File: config.mk
export PLATFORM = sky130hd
export DESIGN_NAME = rf16x65_queue_ctl
export DESIGN_NICKNAME = d
export VERILOG_FILES = /design/src/rtl/rf16x65_queue_ctl.sv
export SDC_FILE = /design/constraint.sdc
export NUM_CORES = 1
export LEC_CHECK = 0
export ABC_AREA = 1
export ABC_CLOCK_PERIOD_IN_PS = 6550
export CORE_AREA = 2 2 135 137
export CTS_CLUSTER_SIZE = 25
export DETAILED_ROUTE_END_ITERATION = 6
export DIE_AREA = 0 0 137 139
export PLACE_DENSITY = 0.72
export SLEW_MARGIN = 40
export SYNTH_ARGS = -nofsm -noshare
export SYNTH_HDL_FRONTEND = slang
export SYNTH_SLANG_ARGS = --single-unit
File: constraint.sdc
create_clock -name rclk -period 6.55 [get_ports rclk]
set_input_delay 0.9825 -clock rclk [delete_from_list [all_inputs] [get_ports rclk]]
set_output_delay 0.9825 -clock rclk [all_outputs]
set_load 0.02 [all_outputs]
File: src/rtl/rf16x65_queue_ctl.sv
// Two-requester, single-consumer queue controller in front of an external 16x65 register-file array.
// Scrubs the array after reset, then runs it as a circular FIFO with an even parity bit in bit 64.
module rf16x65_queue_ctl #(
    parameter int unsigned AFULL_THRESH = 12
) (
    input  logic        rclk,
    input  logic        rst_l,

    input  logic        req0_vld,
    input  logic [63:0] req0_data,
    output logic        req0_ack,
    input  logic        req1_vld,
    input  logic [63:0] req1_data,
    output logic        req1_ack,

    input  logic        deq_req,
    output logic        deq_ack,
    output logic        deq_vld,
    output logic [63:0] deq_data,
    output logic        deq_perr,

    input  logic        flush,

    output logic        rf_csn_wr,
    output logic [3:0]  rf_wr_a,
    output logic [64:0] rf_di,
    output logic        rf_csn_rd,
    output logic [3:0]  rf_rd_a,
    input  logic [64:0] rf_do,

    output logic        q_full,
    output logic        q_empty,
    output logic        q_afull,
    output logic [4:0]  q_cnt
);

    typedef enum logic {
        ST_INIT = 1'b0,
        ST_RUN  = 1'b1
    } state_e;

    state_e      state_q, state_d;
    logic [3:0]  scrub_q, scrub_d;
    logic [3:0]  wr_ptr_q, wr_ptr_d;
    logic [3:0]  rd_ptr_q, rd_ptr_d;
    logic [4:0]  cnt_q, cnt_d;
    logic        last_grant_q, last_grant_d;   // 1: requester 1 was granted last
    logic        deq_vld_q, deq_vld_d;
    logic        full_q, full_d;
    logic        empty_q, empty_d;
    logic        afull_q, afull_d;

    logic        run;
    logic        scrub_wr;
    logic        push_elig;
    logic        gnt0;
    logic        gnt1;
    logic        push;
    logic        pop;
    logic [63:0] gnt_data;

    // Reset is folded into the strobes so nothing reaches the array or the
    // requesters while rst_l is low, whatever state the flops hold.
    assign run       = rst_l & (state_q == ST_RUN);
    assign scrub_wr  = rst_l & (state_q == ST_INIT);
    assign push_elig = run & ~full_q & ~flush;

    // Round-robin: a lone requester always wins; on a tie the one not granted last wins.
    assign gnt0 = push_elig & req0_vld & (~req1_vld | last_grant_q);
    assign gnt1 = push_elig & req1_vld & (~req0_vld | ~last_grant_q);
    assign push = gnt0 | gnt1;

    // Empty is sampled before this cycle's push, so a pop never bypasses write data.
    assign pop  = run & deq_req & ~empty_q & ~flush;

    assign gnt_data = gnt1 ? req1_data : req0_data;

    assign req0_ack = gnt0;
    assign req1_ack = gnt1;
    assign deq_ack  = pop;

    always_comb begin
        rf_csn_wr = 1'b1;
        rf_wr_a   = wr_ptr_q;
        rf_di     = {^gnt_data, gnt_data};
        if (scrub_wr) begin
            rf_csn_wr = 1'b0;
            rf_wr_a   = scrub_q;
            rf_di     = '0;
        end else if (push) begin
            rf_csn_wr = 1'b0;
        end
    end

    assign rf_csn_rd = ~pop;
    assign rf_rd_a   = rd_ptr_q;

    // The array returns read data one cycle after the select; parity is checked on the fly.
    assign deq_vld  = deq_vld_q & rst_l;
    assign deq_data = rf_do[63:0];
    assign deq_perr = deq_vld_q & rst_l & (^rf_do);

    assign q_full  = full_q;
    assign q_empty = empty_q;
    assign q_afull = afull_q;
    assign q_cnt   = cnt_q;

    // NOTE: every signal assigned in this block gets a default first so no path leaves it unassigned and no latch is inferred.
    always_comb begin
        state_d      = state_q;
        scrub_d      = scrub_q;
        wr_ptr_d     = wr_ptr_q;
        rd_ptr_d     = rd_ptr_q;
        cnt_d        = cnt_q;
        last_grant_d = last_grant_q;
        deq_vld_d    = pop;

        unique case (state_q)
            ST_INIT: begin
                scrub_d = scrub_q + 4'd1;
                if (scrub_q == 4'd15) begin
                    state_d = ST_RUN;
                end
            end
            ST_RUN: begin
                if (flush) begin
                    wr_ptr_d = '0;
                    rd_ptr_d = '0;
                    cnt_d    = '0;
                end else begin
                    if (push) begin
                        wr_ptr_d     = wr_ptr_q + 4'd1;
                        last_grant_d = gnt1;
                    end
                    if (pop) begin
                        rd_ptr_d = rd_ptr_q + 4'd1;
                    end
                    cnt_d = cnt_q + {4'b0, push} - {4'b0, pop};
                end
            end
            default: state_d = ST_INIT;
        endcase

        full_d  = (cnt_d == 5'd16);
        empty_d = (cnt_d == 5'd0);
        afull_d = (32'(cnt_d) >= AFULL_THRESH);
    end

    // NOTE: sequential state uses non-blocking assignments so every flop samples pre-edge values.
    always_ff @(posedge rclk) begin
        if (!rst_l) begin
            state_q      <= ST_INIT;
            scrub_q      <= '0;
            wr_ptr_q     <= '0;
            rd_ptr_q     <= '0;
            cnt_q        <= '0;
            last_grant_q <= 1'b1;
            deq_vld_q    <= 1'b0;
            full_q       <= 1'b0;
            empty_q      <= 1'b1;
            afull_q      <= 1'b0;
        end else begin
            state_q      <= state_d;
            scrub_q      <= scrub_d;
            wr_ptr_q     <= wr_ptr_d;
            rd_ptr_q     <= rd_ptr_d;
            cnt_q        <= cnt_d;
            last_grant_q <= last_grant_d;
            deq_vld_q    <= deq_vld_d;
            full_q       <= full_d;
            empty_q      <= empty_d;
            afull_q      <= afull_d;
        end
    end

    // Structural invariants of the controller; ignored by synthesis.
    a_cnt_range: assert property (@(posedge rclk) disable iff (!rst_l) cnt_q <= 5'd16);
    a_no_rw_collide: assert property (@(posedge rclk) disable iff (!rst_l)
        (!rf_csn_wr && !rf_csn_rd) |-> (rf_wr_a != rf_rd_a));
    a_one_grant: assert property (@(posedge rclk) disable iff (!rst_l) !(gnt0 && gnt1));

endmodule
# Word level (Yosys, flattened, before mapping)
# Index checks and enable logic that the tools add are counted.
dict set report word_totals {
  register_bits 23
  in_bits 199
  output_inout_bits 152
  elab_cells 63
}
dict set report op_classes {
  n_addsub 5
  n_lt_le_gt_ge 1
  n_eq_ne 2
  n_mux 13
  bitwise_logic 24
  n_reduce_logical 8
}
# cell count
set op_table {}
lappend op_table {{$mux W65} 1}
lappend op_table {{$reduce_xor A65 Y1} 1}
lappend op_table {{$mux W64} 1}
lappend op_table {{$reduce_xor A64 Y1} 1}
lappend op_table {{$mux W4} 5}
lappend op_table {{$and A1 B1 Y1} 13}
lappend op_table {{$add A4 B1 Y4 const B} 3}
lappend op_table {{$mux W5} 2}
lappend op_table {{$not A1 Y1} 8}
lappend op_table {{$add A5 B1 Y5} 1}
lappend op_table {{$eq A5 B5 Y1 const B} 1}
lappend op_table {{$ge A5 B4 Y1 const B} 1}
lappend op_table {{$logic_not A5 Y1} 1}
lappend op_table {{$sub A5 B1 Y5} 1}
lappend op_table {{$eq A4 B4 Y1 const B} 1}
lappend op_table {{$mux W1} 4}
lappend op_table {{$reduce_and A2 Y1} 2}
lappend op_table {{$reduce_bool A2 Y1} 2}
lappend op_table {{$or A1 B1 Y1} 3}
lappend op_table {{$reduce_and A3 Y1} 1}

# Longest topological paths before layout
dict set report logic_depth {
  ltp_word 11
  ltp_mapped 23
  ltp_nobuf 21
}

# Worst setup path before layout
# Ideal clock, no wire load.
dict set report synth_timing {
  kind {input port to output port}
  from {input rst_l}
  to {output rf_di[64]}
  arrival_ns 2.850
  t_required_ns 5.568
  setup_slack_ns 2.718
  path_stages 21
  n_path_buf 3
  cell_sequence {buf_2 nand2_1 nor2_4 nand2_4 buf_6 buf_2 o21ai_1 nand2_1 nand2_1 inv_2 nand2_1 nand2_1 nand2_1 nand2_1 nand2_1 nand2_1 nand2_1 nand2_1 nand2_1 nand2_1 nor2_1}
}
dict set report synth_via {
  elab_chain_len 8
  word_cells_on_any_way 9
  cone_classes {mux: 2; bitwise: 6; reduce/logical: 1}
}
# item line
set synth_rtl {}
lappend synth_rtl {{from (decl)} 7} ;# input logic rst_l,
lappend synth_rtl {{$and A1 B1 Y1} 64} ;# assign run = rst_l & (state_q == ST_RUN);
lappend synth_rtl {{$and A1 B1 Y1 (2 in series)} 66} ;# assign push_elig = run & ~full_q & ~flush;
lappend synth_rtl {{$and A1 B1 Y1 (2 in series)} 70} ;# assign gnt1 = push_elig & req1_vld & (~req0_vld | ~last_grant_q);
lappend synth_rtl {{$mux W64} 76} ;# assign gnt_data = gnt1 ? req1_data : req0_data;
lappend synth_rtl {{$reduce_xor A64 Y1} 85} ;# rf_di = {^gnt_data, gnt_data};
lappend synth_rtl {{$mux W65 *} 86} ;# if (scrub_wr) begin
lappend synth_rtl {{to (decl)} 26} ;# output logic [64:0] rf_di,
# Mark *: on every way between the ends. The rest lies on a longest branch, timed or not.

# Final worst setup path
# Same ends and word-level chain as after synthesis.

==> summary.md <==
| Metric | Value |
|---|---|
| Worst Path Class, Setup | in2out |
| Fmax | 0.183 GHz |
| Arrival time at the worst endpoint | 4.48 ns |
| # hold bufs at CTS | 0 |
| Final Slew Violations | 0 |
| Post-synth top area cell | nand2_1 |
| Setup ws final | 1.08 ns |
| HP Class | reg2reg |
| Reg-to-reg slack, setup | 2.60 ns |
| I/O Pins | 351 |
| Final cell utilization of the core | 50.9% |
| Post-synth top area share | 36.3% |
| Static Leak | 4.56 nW |
| Reg-to-Reg Start | state_q$_SDFF_PN0_ |
| Hold_ws | 0.497 ns |
| Post-DP Area | 0.00890 mm2 |
| Slew headroom | 59.7% |
| Port Buffers | 350 |
| Initial DRC count | 279 |
| # DRC | 0 |
| Worst r2r dst | q_full$_SDFF_PN0_ |
| Hold Path Depth | 2 |
| Post-synth EDFFs | 0 |
| CP startpoint | rst_l |
| Post-synth top flop | dfxtp_1 |
| Vias in the first global route | 6,872 |
| Vias per cell | 4.58 |
| Unrepaired setup endpoints after global routing | false |
| Htree depth | 1 |
| Max clock buf depth | 2 |
| CP endpoint kind | output port |
| Setup Skew | 0.00359 ns |
| Register area share after synthesis | 8.01% |
| Design area | 0.00899 mm2 |
| Die Area | 0.0190 mm2 |
| Congestion Overflow GR | 0 |
| Gate Count Post-Synth | 1,145 |
| CTS buffer count | 3 |
| WP data required | 5.57 ns |
| #FFs+latches synth | 23 |
| Final setup fails | 0 |
| Total number of vias | 7,462 |
| Endpoints failing hold | 0 |
| Yosys cell types | 34 |
| Die Ht | 139 um |
| 1st-pass router iterations | 5 |
| Worst setup SP type | input port |
| Antenna-violating nets left | 0 |
| Max_cap viols | 0 |
| Share of cells above drive strength 1 | 1.43% |
| Total Routed Length | 22.1 mm |
| Count leader, synth | nand2_1 |
| Layout net count | 1,606 |
| Crit path time final | 5.47 ns |
| Worst slew pin tran | 0.604 ns |
| Peak supply drop | 0.000117 V |
| Final period util | 83.5% |
| Synth Cell Area | 0.00575 mm2 |
| R2R cell count | 18 |
| TNS Setup | 0 ns |
| Yosys synthesis warning count | 0 |
| Chip Width | 137 um |
| Initial Utilization | 32.5% |
| Syn avg cell area | 5.02 um2 |
| PostCTS Resize Cnt | 0 |
| Post-synth top cells | nand2_1 (556), inv_1 (113), nor2_1 (92) |
| Final GP Congestion | 0.917 |
| End of the critical path | rf_di[64] |
| Site row count | 49 |
| CTS clk-pin slew, worst paths | 0.06 ns |
| Filler cells | 1,832 |
| Mapped Nets | 1,353 |
| CTS tree | yes |
| CTS sink cnt | 23 |
| Initial antenna violation count | 3 |
| First-pass GRT wire length | 33.9 mm |
| Worst-skew pair later-pin latency | 0.26 ns |
| Status | completed |
| Async set or reset register ratio after synthesis | 0% |
| Wire per inst | 13.6 um |
| Top post-synthesis cells by area | nand2_1 (36%), buf_4 (8.5%), dfxtp_1 (8.0%) |
| Postcts setup bufs | 0 |
| Std-Cell Core Area | 0.0177 mm2 |
| Largest net degree at the start of global routing | 86 |
| Power Density | 99.6 mW/mm2 |
| Clk root buf | clkbuf_16 |
| Hpwl dp | 18.4 mm |
| DP Worst Slack | 0.989 ns |
| Layout Area Growth over Synthesis | 56.5% |
| Crit-path max FO | 39 |
| Total track usage | 22.0% |
==> through the flow <==
stage	power, mW	cells
finish	0.896	1628
global route	0.962	1628
CTS	0.902	1626
detailed placement	0.768	1622
global placement	0.761	1622
floorplan	0.515	1145
==> state kept, by name (all words and copies together), names as in the netlist <==
name,flops
wr_ptr_q,4
rf_rd_a,4
q_full,1
deq_vld_q,1
last_grant_q,1
q_cnt,5
q_afull,1
state_q,1
scrub_q,4
q_empty,1
==> worst max-delay path, cell delays in order <==
cell and delay, ns:
clkdlybuf4s50_1 0.65, nand2_1 0.15, nor2_4 0.14, nand2_4 0.25
inv_2 0.48, nand2_1 0.09, nand2_1 0.10, nand2_1 0.06
nand2_1 0.13, nand2_1 0.07, nand2_1 0.09, nand2_1 0.05
nand2_1 0.09, inv_1 0.04, nand2_1 0.05, nand2_1 0.05
nand2_1 0.05, nand2_1 0.10, nand2_1 0.08, nand2_1 0.04
nor2_1 0.09, clkdlybuf4s50_1 0.62
==> cell usage in the layout, fill, tap and decap left out, types with 13 or more instances in the layout <==
cell type	instances
dfxtp_1	23
o21ai_1	21
nand2_1	556
clkdlybuf4s50_1	350
xnor2_1	50
nand3b_1	38
nand3_1	63
xor2_1	16
inv_1	113
nor2_1	91
a21oi_1	13
==> metal layers <==
layer | global-route usage, % | vias to the layer above | share of wire, %
li1 | - | 3936 | -
met1 | 23.4 | 3229 | 37
met2 | 42.6 | 271 | 51
met3 | 5.15 | 24 | 9.2
met4 | 5.48 | 2 | 2.0
met5 | 0 | - | 0.072
==> power by group <==
part	switching, mW	internal, mW
Sequential	0.00111	0.141
Combinational	0.311	0.309
Clock	0.0497	0.0831
==> final cells by class <==
type / count / area [um2] / area share, %
well taps: 229 / 287 / 3.19
inverters: 123 / 462 / 5.13
diodes: 2 / 5.00 / 0.0557
repair buffers: 356 / 3580 / 39.8
flip-flops and latches: 23 / 460 / 5.12
multi-input cells: 891 / 4120 / 45.8
clock buffers: 4 / 78.8 / 0.877
==> kinds of logic (layout without fill, tap and decap cells) <==
group | after synthesis | in the layout | synth area share (%)
flip-flops | 23 | 23 | 8.01
XOR/XNOR | 66 | 66 | 10.1
other | 0 | 2 | 0
AND/OR/NAND/NOR | 764 | 764 | 54.5
AO/OA/AOI/OAI | 52 | 52 | 4.81
adder cells (fa/ha/maj) | 9 | 9 | 2.09
buffers and inverters | 231 | 483 | 20.6
==> worst min path at each step <==
stage | start | endpoint | slack [ns]
floorplan | wr_ptr_q[3]$_SDFFE_PN0P_ | wr_ptr_q[3]$_SDFFE_PN0P_ | 0.47
global placement | wr_ptr_q[3]$_SDFFE_PN0P_ | wr_ptr_q[3]$_SDFFE_PN0P_ | 0.48
detailed placement | wr_ptr_q[3]$_SDFFE_PN0P_ | wr_ptr_q[3]$_SDFFE_PN0P_ | 0.49
CTS | rf_rd_a[1]$_SDFFE_PN0P_ | rf_rd_a[1]$_SDFFE_PN0P_ | 0.50
global route | wr_ptr_q[1]$_SDFFE_PN0P_ | wr_ptr_q[1]$_SDFFE_PN0P_ | 0.53
finish | rf_rd_a[1]$_SDFFE_PN0P_ | rf_rd_a[1]$_SDFFE_PN0P_ | 0.50
Power figures use the tool's default switching activity.
